### config.mk
export PLATFORM = sky130hd
export DESIGN_NAME = uart_tx_module_flat
export DESIGN_NICKNAME = d
export VERILOG_FILES = /design/src/rtl/uart_pkg.sv /design/src/rtl/uart_tx_module_if.sv /design/src/rtl/baud_rate_gen.sv /design/src/rtl/uart_tx_module.sv /design/src/flat_wrapper.sv
export SDC_FILE = /design/constraint.sdc
export NUM_CORES = 1
export LEC_CHECK = 0
export CORE_ASPECT_RATIO = 1.1
export CORE_MARGIN = 2
export CORE_UTILIZATION = 55
export DETAILED_ROUTE_END_ITERATION = 6
export PLACE_DENSITY = 0.78
export SLEW_MARGIN = 10
export SYNTH_ARGS = -nofsm -noshare
export SYNTH_HDL_FRONTEND = slang
export SYNTH_SLANG_ARGS = --single-unit
### constraint.sdc
create_clock -name i_clk -period 2.2 [get_ports i_clk]
set_input_delay 0.44 -clock i_clk [delete_from_list [all_inputs] [get_ports i_clk]]
set_output_delay 0.44 -clock i_clk [all_outputs]
set_load 0.01 [all_outputs]
### src/rtl/uart_pkg.sv
// rtl/uart_pkg.sv - UART transmitter state encoding, default parameters and width helper.
package uart_pkg;

  localparam int DEF_NB_DATA   = 8;
  localparam int DEF_SB_TICK   = 16;
  localparam int DEF_BAUD_DIV  = 163;
  localparam int TICKS_PER_BIT = 16;

  typedef enum logic [2:0] {
    ST_IDLE   = 3'd0,
    ST_START  = 3'd1,
    ST_DATA   = 3'd2,
    ST_PARITY = 3'd3,
    ST_STOP   = 3'd4
  } state_t;

  // Bits needed to count 0..n-1, never less than one.
  function automatic int width_for(input int n);
    return (n > 1) ? $clog2(n) : 1;
  endfunction

endpackage

### src/rtl/uart_tx_module_if.sv
// rtl/uart_tx_module_if.sv - TX FIFO pop handshake between the FIFO (master) and the transmitter (slave).
interface uart_tx_module_if
  import uart_pkg::*;
#(
  parameter int NB_DATA = DEF_NB_DATA
);

  logic               i_fifo_empty;
  logic [NB_DATA-1:0] i_fifo_data;
  logic               o_fifo_read;

  modport master (
    output i_fifo_empty,
    output i_fifo_data,
    input  o_fifo_read
  );

  modport slave (
    input  i_fifo_empty,
    input  i_fifo_data,
    output o_fifo_read
  );

endinterface

### src/rtl/baud_rate_gen.sv
// rtl/baud_rate_gen.sv - Oversample tick generator; i_clear re-phases the tick to a frame start.
module baud_rate_gen
  import uart_pkg::*;
#(
  parameter int BAUD_DIV = DEF_BAUD_DIV
) (
  input  logic i_clk,
  input  logic i_reset,
  input  logic i_clear,
  output logic o_tick
);

  localparam int               CNT_W   = width_for(BAUD_DIV);
  localparam logic [CNT_W-1:0] CNT_MAX = CNT_W'(BAUD_DIV - 1);

  logic [CNT_W-1:0] cnt_q;

  assign o_tick = (cnt_q == CNT_MAX);

  always_ff @(posedge i_clk) begin
    if (i_reset || i_clear) begin
      cnt_q <= '0;
    end else if (o_tick) begin
      cnt_q <= '0;
    end else begin
      cnt_q <= cnt_q + CNT_W'(1);
    end
  end

endmodule

### src/rtl/uart_tx_module.sv
// rtl/uart_tx_module.sv - UART transmitter fed from a TX FIFO; UART_TX_PARITY_EN adds an even parity bit.
module uart_tx_module
  import uart_pkg::*;
#(
  parameter int NB_DATA  = DEF_NB_DATA,
  parameter int SB_TICK  = DEF_SB_TICK,
  parameter int BAUD_DIV = DEF_BAUD_DIV
) (
  input  logic              i_clk,
  input  logic              i_reset,
  uart_tx_module_if.slave   fifo,
  output logic              o_tx,
  output logic              o_busy
);

  localparam int TICK_SPAN = (SB_TICK > TICKS_PER_BIT) ? SB_TICK : TICKS_PER_BIT;
  localparam int TICK_W    = width_for(TICK_SPAN);
  localparam int BIT_W     = width_for(NB_DATA);

  localparam logic [TICK_W-1:0] BIT_LAST  = TICK_W'(TICKS_PER_BIT - 1);
  localparam logic [TICK_W-1:0] STOP_LAST = TICK_W'(SB_TICK - 1);
  localparam logic [BIT_W-1:0]  IDX_LAST  = BIT_W'(NB_DATA - 1);

  state_t              state_q, state_d;
  logic [TICK_W-1:0]   tick_cnt_q, tick_cnt_d;
  logic [BIT_W-1:0]    bit_idx_q, bit_idx_d;
  logic [NB_DATA-1:0]  shift_q, shift_d;
  logic                tx_q, tx_d;
  logic                fifo_read;
  logic                tick;
`ifdef UART_TX_PARITY_EN
  logic                parity_q, parity_d;
`endif

  baud_rate_gen #(
    .BAUD_DIV (BAUD_DIV)
  ) u_baud_rate_gen (
    .i_clk   (i_clk),
    .i_reset (i_reset),
    .i_clear (fifo_read),
    .o_tick  (tick)
  );

  always_ff @(posedge i_clk) begin
    if (i_reset) begin
      state_q <= ST_IDLE;
    end else begin
      state_q <= state_d;
    end
  end

  always_comb begin
    state_d    = state_q;
    tick_cnt_d = tick_cnt_q;
    bit_idx_d  = bit_idx_q;
    shift_d    = shift_q;
`ifdef UART_TX_PARITY_EN
    parity_d   = parity_q;
`endif
    case (state_q)
      ST_IDLE: begin
        if (!fifo.i_fifo_empty) begin
          state_d    = ST_START;
          shift_d    = fifo.i_fifo_data;
          tick_cnt_d = '0;
          bit_idx_d  = '0;
`ifdef UART_TX_PARITY_EN
          parity_d   = ^fifo.i_fifo_data;
`endif
        end
      end
      ST_START: begin
        if (tick) begin
          if (tick_cnt_q == BIT_LAST) begin
            state_d    = ST_DATA;
            tick_cnt_d = '0;
            bit_idx_d  = '0;
          end else begin
            tick_cnt_d = tick_cnt_q + TICK_W'(1);
          end
        end
      end
      ST_DATA: begin
        if (tick) begin
          if (tick_cnt_q == BIT_LAST) begin
            tick_cnt_d = '0;
            shift_d    = shift_q >> 1;
            // The index returns to zero only by leaving DATA.
            if (bit_idx_q == IDX_LAST) begin
              bit_idx_d = '0;
`ifdef UART_TX_PARITY_EN
              state_d   = ST_PARITY;
`else
              state_d   = ST_STOP;
`endif
            end else begin
              bit_idx_d = bit_idx_q + BIT_W'(1);
            end
          end else begin
            tick_cnt_d = tick_cnt_q + TICK_W'(1);
          end
        end
      end
`ifdef UART_TX_PARITY_EN
      ST_PARITY: begin
        if (tick) begin
          if (tick_cnt_q == BIT_LAST) begin
            state_d    = ST_STOP;
            tick_cnt_d = '0;
          end else begin
            tick_cnt_d = tick_cnt_q + TICK_W'(1);
          end
        end
      end
`endif
      ST_STOP: begin
        if (tick) begin
          if (tick_cnt_q == STOP_LAST) begin
            state_d    = ST_IDLE;
            tick_cnt_d = '0;
          end else begin
            tick_cnt_d = tick_cnt_q + TICK_W'(1);
          end
        end
      end
      default: begin
        state_d    = ST_IDLE;
        tick_cnt_d = '0;
        bit_idx_d  = '0;
      end
    endcase
  end

  // The line level is derived from the next state so the registered o_tx lines up with state_q.
  always_comb begin
    fifo_read = (state_q == ST_IDLE) && !fifo.i_fifo_empty && !i_reset;
    o_busy    = (state_q != ST_IDLE);
    tx_d      = 1'b1;
    case (state_d)
      ST_START:  tx_d = 1'b0;
      ST_DATA:   tx_d = shift_d[0];
`ifdef UART_TX_PARITY_EN
      ST_PARITY: tx_d = parity_q;
`endif
      default:   tx_d = 1'b1;
    endcase
  end

  always_ff @(posedge i_clk) begin
    if (i_reset) begin
      tick_cnt_q <= '0;
      bit_idx_q  <= '0;
      shift_q    <= '0;
      tx_q       <= 1'b1;
`ifdef UART_TX_PARITY_EN
      parity_q   <= 1'b0;
`endif
    end else begin
      tick_cnt_q <= tick_cnt_d;
      bit_idx_q  <= bit_idx_d;
      shift_q    <= shift_d;
      tx_q       <= tx_d;
`ifdef UART_TX_PARITY_EN
      parity_q   <= parity_d;
`endif
    end
  end

  assign fifo.o_fifo_read = fifo_read;
  assign o_tx             = tx_q;

endmodule

### src/flat_wrapper.sv
// flat-port wrapper written by rule: the top's interface ports become plain ports
module uart_tx_module_flat import uart_pkg::*;
#(
  parameter int NB_DATA  = DEF_NB_DATA,
  parameter int SB_TICK  = DEF_SB_TICK,
  parameter int BAUD_DIV = DEF_BAUD_DIV
)
  (i_clk, i_reset, o_tx, o_busy, fifo_i_fifo_empty, fifo_i_fifo_data, fifo_o_fifo_read);
  uart_tx_module_if #(.NB_DATA(NB_DATA)) fifo_i ();
  input  logic i_clk;
  input  logic i_reset;
  output logic o_tx;
  output logic o_busy;
  input wire logic [$bits(fifo_i.i_fifo_empty)-1:0] fifo_i_fifo_empty;
  input wire logic [$bits(fifo_i.i_fifo_data)-1:0] fifo_i_fifo_data;
  output wire logic [$bits(fifo_i.o_fifo_read)-1:0] fifo_o_fifo_read;
  assign fifo_i.i_fifo_empty = fifo_i_fifo_empty;
  assign fifo_i.i_fifo_data = fifo_i_fifo_data;
  assign fifo_o_fifo_read = fifo_i.o_fifo_read;
  uart_tx_module #(.NB_DATA(NB_DATA), .SB_TICK(SB_TICK), .BAUD_DIV(BAUD_DIV)) u_core (.i_clk(i_clk), .i_reset(i_reset), .fifo(fifo_i), .o_tx(o_tx), .o_busy(o_busy));
endmodule
==> out/metrics.yaml <==
timing.fmax_mhz: 493
critical_path_class: "flop to output port"
fin_crit_ns: 2.03
cts_sinks: 27
synth-async-reset-ratio: 0
n_antenna_cell: 0
hold_viol: 0
slew-limit-headroom: 0.753
clockPowerShare: 0.246
yosys.cell_count.top_type: "dfxtp_1"
period_share: 0.923
gr-total-overflow: 0
core_area_sq_mm: 0.00227
clkLatencyLatePin_ns: 0.31
grt_usage: 0.202
synth_edf_count: 0
final_nets: 179
yosysWarnings: 0
grt_start_max_net_pins: 20
p_sw_frac: 0.241
viasPerCell: 5.68
slew_violations: 0
p_int_uw: 632
numPlacedInstances: 188
fin_skew_ns: 0.00468
status: "finished, final reports clean"
die_h_um: 55.5
arrival_ns: 1.59
synth_cells: 147
ir_drop_uv: 482
drc_errors: 0
layout-drive-gt1-share: 0.123
path_delay_family: "buffers and inverters"
hold_slack_ns: 0.465
seqPwrFrac: 0.624
clk_pin_slew_ns: 0.14
first_global_vias: 1067
cts_max_level: 1
num_rows: 18
numCtsBuffers: 3
synth_ff_type: "dfxtp_1"
max_stage_delay_ns: 0.49
synth.distinct_cells: 44
setup-tns-final_ns: 0
hp-class: "flop to flop"
yosysTopAreaCell: "dfxtp_1"
worstSetupEndpointType: "output port"
rsz0062_at_grt: "no"
critPathBufInv: 1
power.switching_uw: 200
syn_nets: 163
cts_tree: "done"
synth_top_area_frac: 0.408
critPathSlowestCell: "clkdlybuf4s50_1"
antenna_found_initial: 0
required_ns: 1.76
ctsRootBufferMaster: "clkbuf_4"
worst_pin_slew_ns: 0.368
worstPathCellList: "or3_1 > clkdlybuf4s50_1"
grt_pass1_wl_mm: 4.49
io_buffers: 13
syn2layout_area_growth_pct: 15.5
max-clock-path-buffers: 2
power.density_mw_per_mm2: 545
wl_mm: 2.54
crit_path_max_fanout: 8
netlist_top_cells_area: "dfxtp_1 41%, nor2_1 5.7%, a21oi_1 4.9%"
max_cap_viol_count: 0
gp_congestion: 0.832
postSynthAreaPerCell_sq_um: 9.01
yosysSeqAreaShare: 0.408
setup_viol: 0
drt.antenna.violating_nets: 0
p_leak_uw: 0.000575
io_pins: 14
instances_no_fill: 192
ys_ff_latch: 27
post_drt_wl_per_cell_um: 13.2
place_hpwl_mm: 1.88
vias: 1090
firstDrtPassIters: 4
synth_common_cells: "27 x dfxtp_1, 20 x nor2_1, 13 x a21oi_1"
ctsHoldBuffers: 0
die_w_um: 50.8
dieArea_sq_mm: 0.00282
start_util: 0.582
drtIter0Drc: 28
pwr-share-comb: 0.130
start_kind: "flop"
syn_area_sq_mm: 0.00132
[registers in the layout (all words and copies together) (netlist names)]
register and count:
u_core.bit_idx_q 3, u_core.o_tx 1, u_core.shift_q 8, u_core.state_q 3
u_core.tick_cnt_q 4, u_core.u_baud_rate_gen.cnt_q 8
[power by group through the flow]
stage	clock network, uW	registers [uW]	logic [uW]
2_1_floorplan	0	526	66.8
3_3_place_gp	0	528	106
3_5_place_dp	0	530	109
4_1_cts	212	519	109
5_1_grt	238	522	121
6_report	205	519	108
[metal layers]
metal | GRT usage | vias to the layer above | part of all wire
li1 | - | 560 | -
met1 | 0.258 | 508 | 0.46
met2 | 0.340 | 22 | 0.50
met3 | 0.0324 | 0 | 0.031
met4 | 0.0695 | 0 | 0
met5 | 0 | - | 0
[what timing repair did]
action                     in CTS  in global routing
resized for setup               3                  0
setup buffers                   0                  0
setup endpoints to repair       1                  1
pin swaps                       0                  1
[worst paths after layout]
kind	from	slack, ns	to	cells past startpoint
hold / removal	u_core.shift_q[4]$_SDFFE_PP0P_	0.47	u_core.shift_q[4]$_SDFFE_PP0P_	2
setup reg to reg	u_core.u_baud_rate_gen.cnt_q[0]$_SDFF_PP0_	0.19	u_core.bit_idx_q[1]$_SDFFE_PP0P_	7
setup / recovery	u_core.state_q[1]$_SDFF_PP0_	0.17	o_busy	2
hold reg to reg	u_core.shift_q[4]$_SDFFE_PP0P_	0.47	u_core.shift_q[4]$_SDFFE_PP0P_	2
[cells in the final DEF (no fill, tap or decap), drive strengths merged, types with 2 or more instances in the layout]
cell type,netlist,final
o21a,2,2
or4b,2,2
nor3,2,2
nand3,4,4
a22oi,6,6
nor2,20,20
and3,3,3
nor4,2,2
nand4b,3,3
dfxtp,27,27
nand3b,2,2
o21ai,5,5
nor2b,3,3
clkdlybuf4s50,0,12
xnor2,5,5
clkbuf,7,4
buf,0,5
nand2,11,11
a21oi,13,13
xor2,5,5
or3,4,4
ha,5,5
[layout make-up]
cell class / count / area, sq um
Clock buffer: 4 / 26.3
Fill cell: 203 / 746
Inverter: 1 / 3.75
Multi-Input combinational cell: 112 / 752
Sequential cell: 27 / 543
Tap cell: 30 / 37.5
Timing Repair Buffer: 18 / 166
[logic make-up after synthesis]
kind of cell / Yosys count / synth area share
buf+inv: 8 / 0.0236
fa+ha+maj: 5 / 0.0473
compound gates: 34 / 0.168
simple gates: 62 / 0.279
flops: 27 / 0.408
xor+xnor: 10 / 0.0662
mux: 1 / 0.00756
[per-stage QoR]
stage               total power [uW]   util  instance area (sq um)  worst slack, ns
global placement                 635  0.660                   1500           0.0957
detailed placement               639  0.660                   1500           0.0674
finish                           833  0.672                   1530            0.170
floorplan                        593      -                   1320            0.421
CTS                              840  0.672                   1530            0.160
global route                     881  0.672                   1530           0.0123
[worst register-to-register path, delay by kind of cell, from the launching register on]
family	cells	cell delay, ns
buffers and inverters	1	0.07
AOI/OAI and AO/OA	2	0.30
and+or+nand+nor	3	1.04
DFF	1	0.37
adders and majority gates	1	0.16
Note: power is estimated with default switching activity, not from simulation.
